[src/rtl/lsu_pkg.sv]
// Shared definitions for the load/store unit data-memory master.
//   - funct3 encodings for RV32I loads and stores
//   - lsu_state_e: IDLE / ACCESS / RESP
//   - lsu_req_t:   request fields still needed after acceptance
//   - helpers: access size, store byte mask, funct3 legality
package lsu_pkg;

    localparam logic [2:0] F3_B  = 3'b000;
    localparam logic [2:0] F3_H  = 3'b001;
    localparam logic [2:0] F3_W  = 3'b010;
    localparam logic [2:0] F3_BU = 3'b100;
    localparam logic [2:0] F3_HU = 3'b101;

    typedef enum logic [1:0] {
        IDLE,
        ACCESS,
        RESP
    } lsu_state_e;

    typedef struct packed {
        logic       is_store;
        logic [2:0] funct3;
    } lsu_req_t;

    // Access size in bytes (1, 2 or 4).
    function automatic logic [2:0] access_size(input logic [2:0] funct3);
        case (funct3)
            F3_B, F3_BU: access_size = 3'd1;
            F3_H, F3_HU: access_size = 3'd2;
            default:     access_size = 3'd4;
        endcase
    endfunction

    // Byte-enable pattern for a store; data is right-aligned so lanes start at bit 0.
    function automatic logic [3:0] store_mask(input logic [2:0] funct3);
        case (funct3)
            F3_B:    store_mask = 4'b0001;
            F3_H:    store_mask = 4'b0011;
            default: store_mask = 4'b1111;
        endcase
    endfunction

    function automatic logic funct3_illegal(input logic is_store, input logic [2:0] funct3);
        if (is_store) begin
            funct3_illegal = (funct3 > F3_W);
        end else begin
            funct3_illegal = !(funct3 inside {F3_B, F3_H, F3_W, F3_BU, F3_HU});
        end
    endfunction

endpackage

[src/rtl/load_extender.sv]
// Sign/zero extension of raw load data according to funct3.
//   data_in  [31:0]  raw word from data memory (byte at addr in [7:0])
//   funct3   [2:0]   load type
//   data_out [31:0]  extended result
module load_extender
    import lsu_pkg::*;
(
    input  logic [31:0] data_in,
    input  logic [2:0]  funct3,
    output logic [31:0] data_out
);

    always_comb begin
        data_out = data_in;
        case (funct3)
            F3_B:    data_out = {{24{data_in[7]}}, data_in[7:0]};
            F3_H:    data_out = {{16{data_in[15]}}, data_in[15:0]};
            F3_BU:   data_out = {24'h0, data_in[7:0]};
            F3_HU:   data_out = {16'h0, data_in[15:0]};
            default: data_out = data_in;
        endcase
    end

endmodule

[src/rtl/lsu_dmem_master.sv]
// Load/store initiator between the MEM stage and a byte-addressed data memory.
// One request per valid/ready handshake; the result (or a fault) is returned on a
// valid/ready response channel.
//   clk, rst               clock, synchronous active-high reset
//   req_*                  request channel (valid/ready, store flag, funct3, addr, wdata, rd tag)
//   resp_*                 response channel (valid/ready, extended rdata, rd tag, fault)
//   mem_*                  data memory port (address, write data/enable/mask, read data)
module lsu_dmem_master
    import lsu_pkg::*;
#(
    parameter int unsigned MEM_BYTES     = 1024,
    parameter int unsigned ACCESS_CYCLES = 1
) (
    input  logic        clk,
    input  logic        rst,

    input  logic        req_valid,
    output logic        req_ready,
    input  logic        req_is_store,
    input  logic [2:0]  req_funct3,
    input  logic [31:0] req_addr,
    input  logic [31:0] req_wdata,
    input  logic [4:0]  req_rd,

    output logic        resp_valid,
    input  logic        resp_ready,
    output logic [31:0] resp_rdata,
    output logic [4:0]  resp_rd,
    output logic        resp_fault,

    output logic [31:0] mem_address,
    output logic [31:0] mem_write_data,
    output logic        mem_write_enable,
    output logic [3:0]  mem_write_mask,
    input  logic [31:0] mem_read_data
);

    localparam int unsigned CntW = (ACCESS_CYCLES > 1) ? $clog2(ACCESS_CYCLES) : 1;

    lsu_state_e    state_q, state_d;
    logic [CntW-1:0] cnt_q, cnt_d;
    lsu_req_t      req_q;
    logic [31:0]   mem_address_q, mem_write_data_q;
    logic [31:0]   resp_rdata_q;
    logic [4:0]    resp_rd_q;
    logic          resp_fault_q;

    logic          accept;
    logic          load_done;
    logic          req_fault;
    logic [32:0]   req_end;
    logic [31:0]   ext_data;

    // 33-bit end address so an access near 2^32 cannot wrap into range.
    assign req_end   = {1'b0, req_addr} + {30'h0, access_size(req_funct3)};
    assign req_fault = funct3_illegal(req_is_store, req_funct3) || (req_end > 33'(MEM_BYTES));

    load_extender u_load_extender (
        .data_in  (mem_read_data),
        .funct3   (req_q.funct3),
        .data_out (ext_data)
    );

    always_comb begin
        state_d          = state_q;
        cnt_d            = cnt_q;
        req_ready        = 1'b0;
        resp_valid       = 1'b0;
        mem_write_enable = 1'b0;
        mem_write_mask   = 4'b0000;
        accept           = 1'b0;
        load_done        = 1'b0;
        unique case (state_q)
            IDLE: begin
                req_ready = 1'b1;
                if (req_valid) begin
                    accept  = 1'b1;
                    state_d = req_fault ? RESP : ACCESS;
                    cnt_d   = CntW'(ACCESS_CYCLES - 1);
                end
            end
            ACCESS: begin
                if (cnt_q != '0) begin
                    cnt_d = cnt_q - CntW'(1);
                end else begin
                    state_d = RESP;
                    // Gated by rst so a reset landing on the write cycle aborts the store.
                    if (req_q.is_store && !rst) begin
                        mem_write_enable = 1'b1;
                        mem_write_mask   = store_mask(req_q.funct3);
                    end
                    load_done = !req_q.is_store;
                end
            end
            RESP: begin
                resp_valid = 1'b1;
                if (resp_ready) begin
                    state_d = IDLE;
                end
            end
            default: state_d = IDLE;
        endcase
    end

    always_ff @(posedge clk) begin
        if (rst) begin
            state_q          <= IDLE;
            cnt_q            <= '0;
            req_q            <= '0;
            mem_address_q    <= '0;
            mem_write_data_q <= '0;
            resp_rdata_q     <= '0;
            resp_rd_q        <= '0;
            resp_fault_q     <= 1'b0;
        end else begin
            state_q <= state_d;
            cnt_q   <= cnt_d;
            if (accept) begin
                req_q.is_store <= req_is_store;
                req_q.funct3   <= req_funct3;
                resp_rd_q      <= req_rd;
                resp_fault_q   <= req_fault;
                resp_rdata_q   <= '0;
                // Memory port only moves for accesses that will actually run.
                if (!req_fault) begin
                    mem_address_q    <= req_addr;
                    mem_write_data_q <= req_wdata;
                end
            end
            if (load_done) begin
                resp_rdata_q <= ext_data;
            end
        end
    end

    assign mem_address    = mem_address_q;
    assign mem_write_data = mem_write_data_q;
    assign resp_rdata     = resp_rdata_q;
    assign resp_rd        = resp_rd_q;
    assign resp_fault     = resp_fault_q;

endmodule

[config.mk]
export PLATFORM = sky130hd
export DESIGN_NAME = lsu_dmem_master
export DESIGN_NICKNAME = d
export VERILOG_FILES = /design/src/rtl/lsu_pkg.sv /design/src/rtl/load_extender.sv /design/src/rtl/lsu_dmem_master.sv
export SDC_FILE = /design/constraint.sdc
export NUM_CORES = 1
export LEC_CHECK = 0
export CORE_MARGIN = 3
export CORE_UTILIZATION = 40
export DETAILED_ROUTE_END_ITERATION = 16
export GPL_ROUTABILITY_DRIVEN = 0
export GPL_TIMING_DRIVEN = 0
export PLACE_DENSITY = 0.88
export SLEW_MARGIN = 20
export SYNTH_ARGS = -nofsm -noshare
export SYNTH_HDL_FRONTEND = slang
export SYNTH_SLANG_ARGS = --single-unit
[constraint.sdc]
create_clock -name clk -period 6.7 [get_ports clk]
set_input_delay 1.34 -clock clk [delete_from_list [all_inputs] [get_ports clk]]
set_output_delay 1.34 -clock clk [all_outputs]
set_load 0.005 [all_outputs]
==> impl_metrics.toml, run 1 <==
[run_status]
status = "finished, final reports clean"

[detailed_routing]
finalWirelength_um = 14830
drt_iter0_drc = 390
drc_errors = 0
dr.pass1.iters = 4
wl_per_cell_um = 15.70
viasPerCell = 5.246
vias = 4957
ant_nets = 0

[clocking]
cts-root-buf = "clkbuf_16"
clockBufferDepth = 2
holdBufCountCts = 0
clk_pin_slew_ns = 0.07
cts.sinks = 108
cts_buffers = 9
cts_tree = "yes"
cts.htree.levels = 3
cts_resized = 0
insertion_delay_ns = 0.35
postCtsSetupRepairBufs = 0

[flow_run]
cap_violations = 0

[global_routing]
met2_usage = 0.3517
grt_pass1_wl_um = 23310
grt_max_degree = 17
grt_antenna_before_repair = 0
top_usage_layer = "met2"
grt_pass1_vias = 4692
track_usage = 0.2174
grt_use_met1 = 0.2690
grtUsageMet3 = 0.08512
grt_overflow = 0

[sta]
rsz0062_at_grt = "no"
finalSetupViolCount = 0
worst_pin_slew_ns = 0.8939
clock_skew_ns = 0.007942
setup_ws_ns = 1.709
tns_ns = 0
fmax_ghz = 0.2004
min_period_ns = 4.991
max-slew-margin-rel = 0.4028
finalHoldViolations = 0
post-route-period-util = 0.7449
drv_slew = 0

[power_and_ir_drop]
vdd_ir_drop_max_mv = 0.1949
leakagePower_uw = 0.002603
power.density_mw_per_mm2 = 182.7

[yosys]
synth_top_area_share = 0.4471
synth_edf_count = 0
ys.flop_type = "dfxtp_1"
synth.distinct_cells = 51
yosysSeqAreaShare = 0.4471
yosysMostFrequentCell = "dfxtp_1"
avgSynthCellArea_um2 = 8.469
synth_area_leaders = "dfxtp_1, nand3b_1, o21ai_0"
syn-num-nets = 684
synthCells = 571
async_reset_ff_frac = 0
netlist_area_mm2 = 0.004836
synth_largest_area_cell = "dfxtp_1"
ys.warnings.count = 0
ys_ff_latch = 108
synth_common_cells = "dfxtp_1, o21ai_0, nand2b_1, nor2_1, a21oi_1"

[layout]
n_antenna_cell = 0
nNetsFinal = 910
final_area_mm2 = 0.007490
instances_no_fill = 945
layout-drive-gt1-share = 0.04115
syn_to_final_growth_pct = 54.88

[place]
dp_hpwl_um = 11410
io_buffers = 215
placed_cell_area_mm2 = 0.007167
placedCellCount = 929
dp_slack_ns = 1.327

[setup_path]
path_max_fanout = 10
endpoint_kind = "flop"
required_ns = 6.94
arrival_ns = 5.23
crit_type = "input port to flop"
path_common_cell = "nor2_1"
start_kind = "input port"
cp_slowest_cell = "clkdlybuf4s50_1"
max_stage_delay_ns = 0.59
crit_chain = "clkdlybuf4s50_1, nor2_1, ha_1, fa_1, a21oi_1, o21ai_0, o211a_1, o41ai_1, and3_1, nor4b_4, nor2_1, clkbuf_1, and2_1"

[floorplan]
start_util = 0.4164
core_area_mm2 = 0.01161
die-area_mm2 = 0.01345
die_y_um = 116.0
die_w_um = 116.0
pin_count = 218
num_rows = 39

[worst_hold_path]
min_path_type = "flop to flop"
## stage by stage
stage,total power (µW),hold WS [ns],util
global placement,820.1,0.4371,0.6171
detailed placement,821.0,0.4431,0.6171
CTS,1385,0.4526,0.6449
global route,1423,0.4735,0.6449
finish,1368,0.4517,0.6449
floorplan,724.5,0.4483,-
## placed cells by master, fill, tap and decap left out, types with 7 or more instances in the layout
| cell | n |
|---|---|
| a21oi_1 | 44 |
| a22oi_1 | 11 |
| and2_1 | 23 |
| clkbuf_1 | 29 |
| clkbuf_16 | 9 |
| clkdlybuf4s50_1 | 215 |
| dfxtp_1 | 108 |
| nand2_1 | 43 |
| nand2b_1 | 45 |
| nand3_1 | 12 |
| nand3b_1 | 43 |
| nand4_1 | 14 |
| nor2_1 | 45 |
| nor3_1 | 8 |
| o21ai_0 | 59 |
| o21ai_1 | 9 |
| xor2_1 | 7 |
## sequential cells by signal (all words and copies together), names as in the netlist
register / cells
mem_address: 32
mem_write_data: 32
req_q: 4
resp_fault: 1
resp_rd: 5
resp_rdata: 32
state_q: 2
## metal layers
layer  routed length [µm]  up-vias
met1                 6352     2315
li1                     -     2449
met3                 1113       20
met2                 7109      173
met5                    0        -
met4                  259        0
## where the power goes
part	internal [µW]	switching (µW)
combinational	89.3	69.4
clock	332	229
sequential	646	3.06
## final timing paths
path | from | to | slack (ns) | cells past startpoint
setup reg to reg | state_q[1] | resp_rdata[28] | 4.46 | 7
hold / removal | resp_rdata[21] | resp_rdata[21] | 0.45 | 2
setup / recovery | req_funct3[1] | mem_address[13] | 1.71 | 13
hold reg to reg | resp_rdata[21] | resp_rdata[21] | 0.45 | 2
## critical path: cells and delay by family
| kind | cells | cell delay [ns] |
|---|---|---|
| compound gates | 4 | 1.23 |
| fa+ha+maj | 2 | 0.62 |
| simple gates | 5 | 1.21 |
| buf+inv | 2 | 0.82 |
## logic make-up (layout without fill, tap and decap cells)
kind of cell    after synthesis  count (layout)  synth area share
xor+xnor                     10              10           0.01811
flops                       108             108            0.4471
fa+ha+maj                     4               4           0.01190
simple gates                264             264            0.3128
buf+inv                      42             273           0.04114
compound gates              140             140            0.1625
mux                           3               3          0.006468
## area by class of cell
cell class | count | area, µm²
Fill cell | 981 | 4124
Multi-Input combinational cell | 421 | 2475
Sequential cell | 108 | 2162
Timing Repair Buffer | 215 | 2152
Clock buffer | 14 | 284.0
Buffer | 37 | 180.2
Tap cell | 143 | 178.9
Clock inverter | 2 | 38.79
Inverter | 5 | 18.77
(Power assumes the default switching activity.)
==> run 2, diff against run 1 <==
Settings changed: CORE_UTILIZATION 40 to 38.
Clock period 6.7 ns to 4.5 ns, I/O delays scaled along.
==> impl_metrics.toml, run 2 (same netlist as run 1, synthesis figures left out) <==
[run_status]
status = "finished, final reports clean"

[sta]
min_period_ns = 4.212
max-slew-margin-rel = 0.3832
clock_skew_ns = 0.008633
rsz0062_at_grt = "no"
worst_pin_slew_ns = 0.9232
fmax_ghz = 0.2374
post-route-period-util = 0.9360
finalHoldViolations = 0
finalSetupViolCount = 0
drv_slew = 0

[floorplan]
core_area_mm2 = 0.01221
pin_count = 218
num_rows = 40
die-area_mm2 = 0.01412
die_w_um = 118.8
die_y_um = 118.8
start_util = 0.3960

[global_routing]
grt_max_degree = 17
grt_pass1_vias = 4743
grt_overflow = 0
grt_pass1_wl_um = 23780
track_usage = 0.2057
grt_antenna_before_repair = 0

[clocking]
cts_buffers = 9
cts-root-buf = "clkbuf_16"
cts_tree = "yes"
clockBufferDepth = 2
cts.htree.levels = 3
cts.sinks = 108
clk_pin_slew_ns = 0.07
holdBufCountCts = 0
insertion_delay_ns = 0.35

[detailed_routing]
ant_nets = 0
vias = 4855
wl_per_cell_um = 15.22
drc_errors = 0
dr.pass1.iters = 4
viasPerCell = 4.995
finalWirelength_um = 14790
drt_iter0_drc = 318

[worst_hold_path]
min_path_cells = 2
min_path_type = "flop to flop"

[setup_path]
cp_slowest_cell = "clkdlybuf4s50_1"
crit_chain = "clkdlybuf4s50_1, nor2b_1, fa_1, a21oi_2, or4_4, or4_1, a22oi_1, nand4b_1, nor4b_4, buf_4, buf_4, buf_6, buf_6, nand3b_1, o21ai_0"
required_ns = 4.77
endpoint_kind = "flop"
arrival_ns = 4.49
crit_type = "input port to flop"
start_kind = "input port"
max_stage_delay_ns = 0.55
path_max_fanout = 10
r2r_cells = 7

[layout]
final_area_mm2 = 0.007490
n_antenna_cell = 0
syn_to_final_growth_pct = 54.88
layout-drive-gt1-share = 0.04602
nNetsFinal = 913
layout_commonest_cell = "clkdlybuf4s50_1"
utilization = 0.6133
mostFrequentLayoutCells = "clkdlybuf4s50_1, dfxtp_1, o21ai_0"

[place]
dp_hpwl_um = 11300
placed_cell_area_mm2 = 0.007198
io_buffers = 215

[power_and_ir_drop]
power.density_mw_per_mm2 = 257.6
leakagePower_uw = 0.002591
vdd_ir_drop_max_mv = 0.2548

[flow_run]
cap_violations = 0
## run 2: changes by cell type in the layout (fill, tap and decap cells not counted), sizes merged
cell / previous run / this run
clkinvlp: 0 / 1
clkinv: 0 / 2
bufinv: 1 / 0
buf: 8 / 11
clkbuf: 43 / 40
## run 2: area by class of cell
cell class / instances / area [µm²]
well taps: 168 / 210.2
fillers: 1074 / 4722
multi-input cells: 421 / 2484
clock buffers: 11 / 232.7
flip-flops and latches: 108 / 2162
clock inverters: 4 / 26.28
inverters: 5 / 18.77
repair buffers: 218 / 2175
plain buffers: 37 / 181.4
## run 2: what timing repair did
item                       in CTS  in global routing
gates resized for setup         2                  2
setup endpoints to repair      25                 56
buffers inserted                0                  3
gates cloned                    0                  0
## run 2: per-layer routing
| metal | track usage | routed length, µm | vias up |
|---|---|---|---|
| li1 | - | - | 2461 |
| met1 | 0.2708 | 6684 | 2225 |
| met2 | 0.3261 | 6939 | 159 |
| met3 | 0.06505 | 996 | 10 |
| met4 | 0.05720 | 167 | 0 |
| met5 | 0 | 0 | - |
## run 2: stage by stage
| stage | cells | hold WS (ns) | setup slack [ns] | total power [µW] | setup TNS, ns |
|---|---|---|---|---|---|
| final | 972 | 0.4515 | 0.2881 | 1929 | 0 |
| after global routing | 972 | 0.4705 | 0.05267 | 2012 | 0 |
| after CTS | 969 | 0.4538 | 0.1054 | 1954 | 0 |
| after detailed placement | 954 | 0.4443 | -0.4498 | 1223 | -21.85 |
| after global placement | 954 | 0.4379 | -0.4230 | 1222 | -21.41 |
| after floorplan | 571 | 0.4483 | 0.8466 | 1079 | 0 |
## run 2: worst max-delay path: cells and delay by family
kind	cells	cell delay [ns]
buf+inv	5	1.14
fa+ha+maj	1	0.26
simple gates	6	1.77
compound gates	3	0.41
## run 2: power by group
group / switching [µW] / internal (µW)
Combinational: 104 / 134
Clock: 353 / 373
Sequential: 4.43 / 961
Total: 461 / 1470
## run 2: worst paths after layout
check / end / slack (ns) / start
worst max register to register: resp_rdata[27] / 2.32 / state_q[1]
worst min-delay path: resp_rdata[29] / 0.45 / resp_rdata[29]
worst min register to register: resp_rdata[29] / 0.45 / resp_rdata[29]
worst max-delay path: mem_write_data[12] / 0.29 / req_funct3[0]
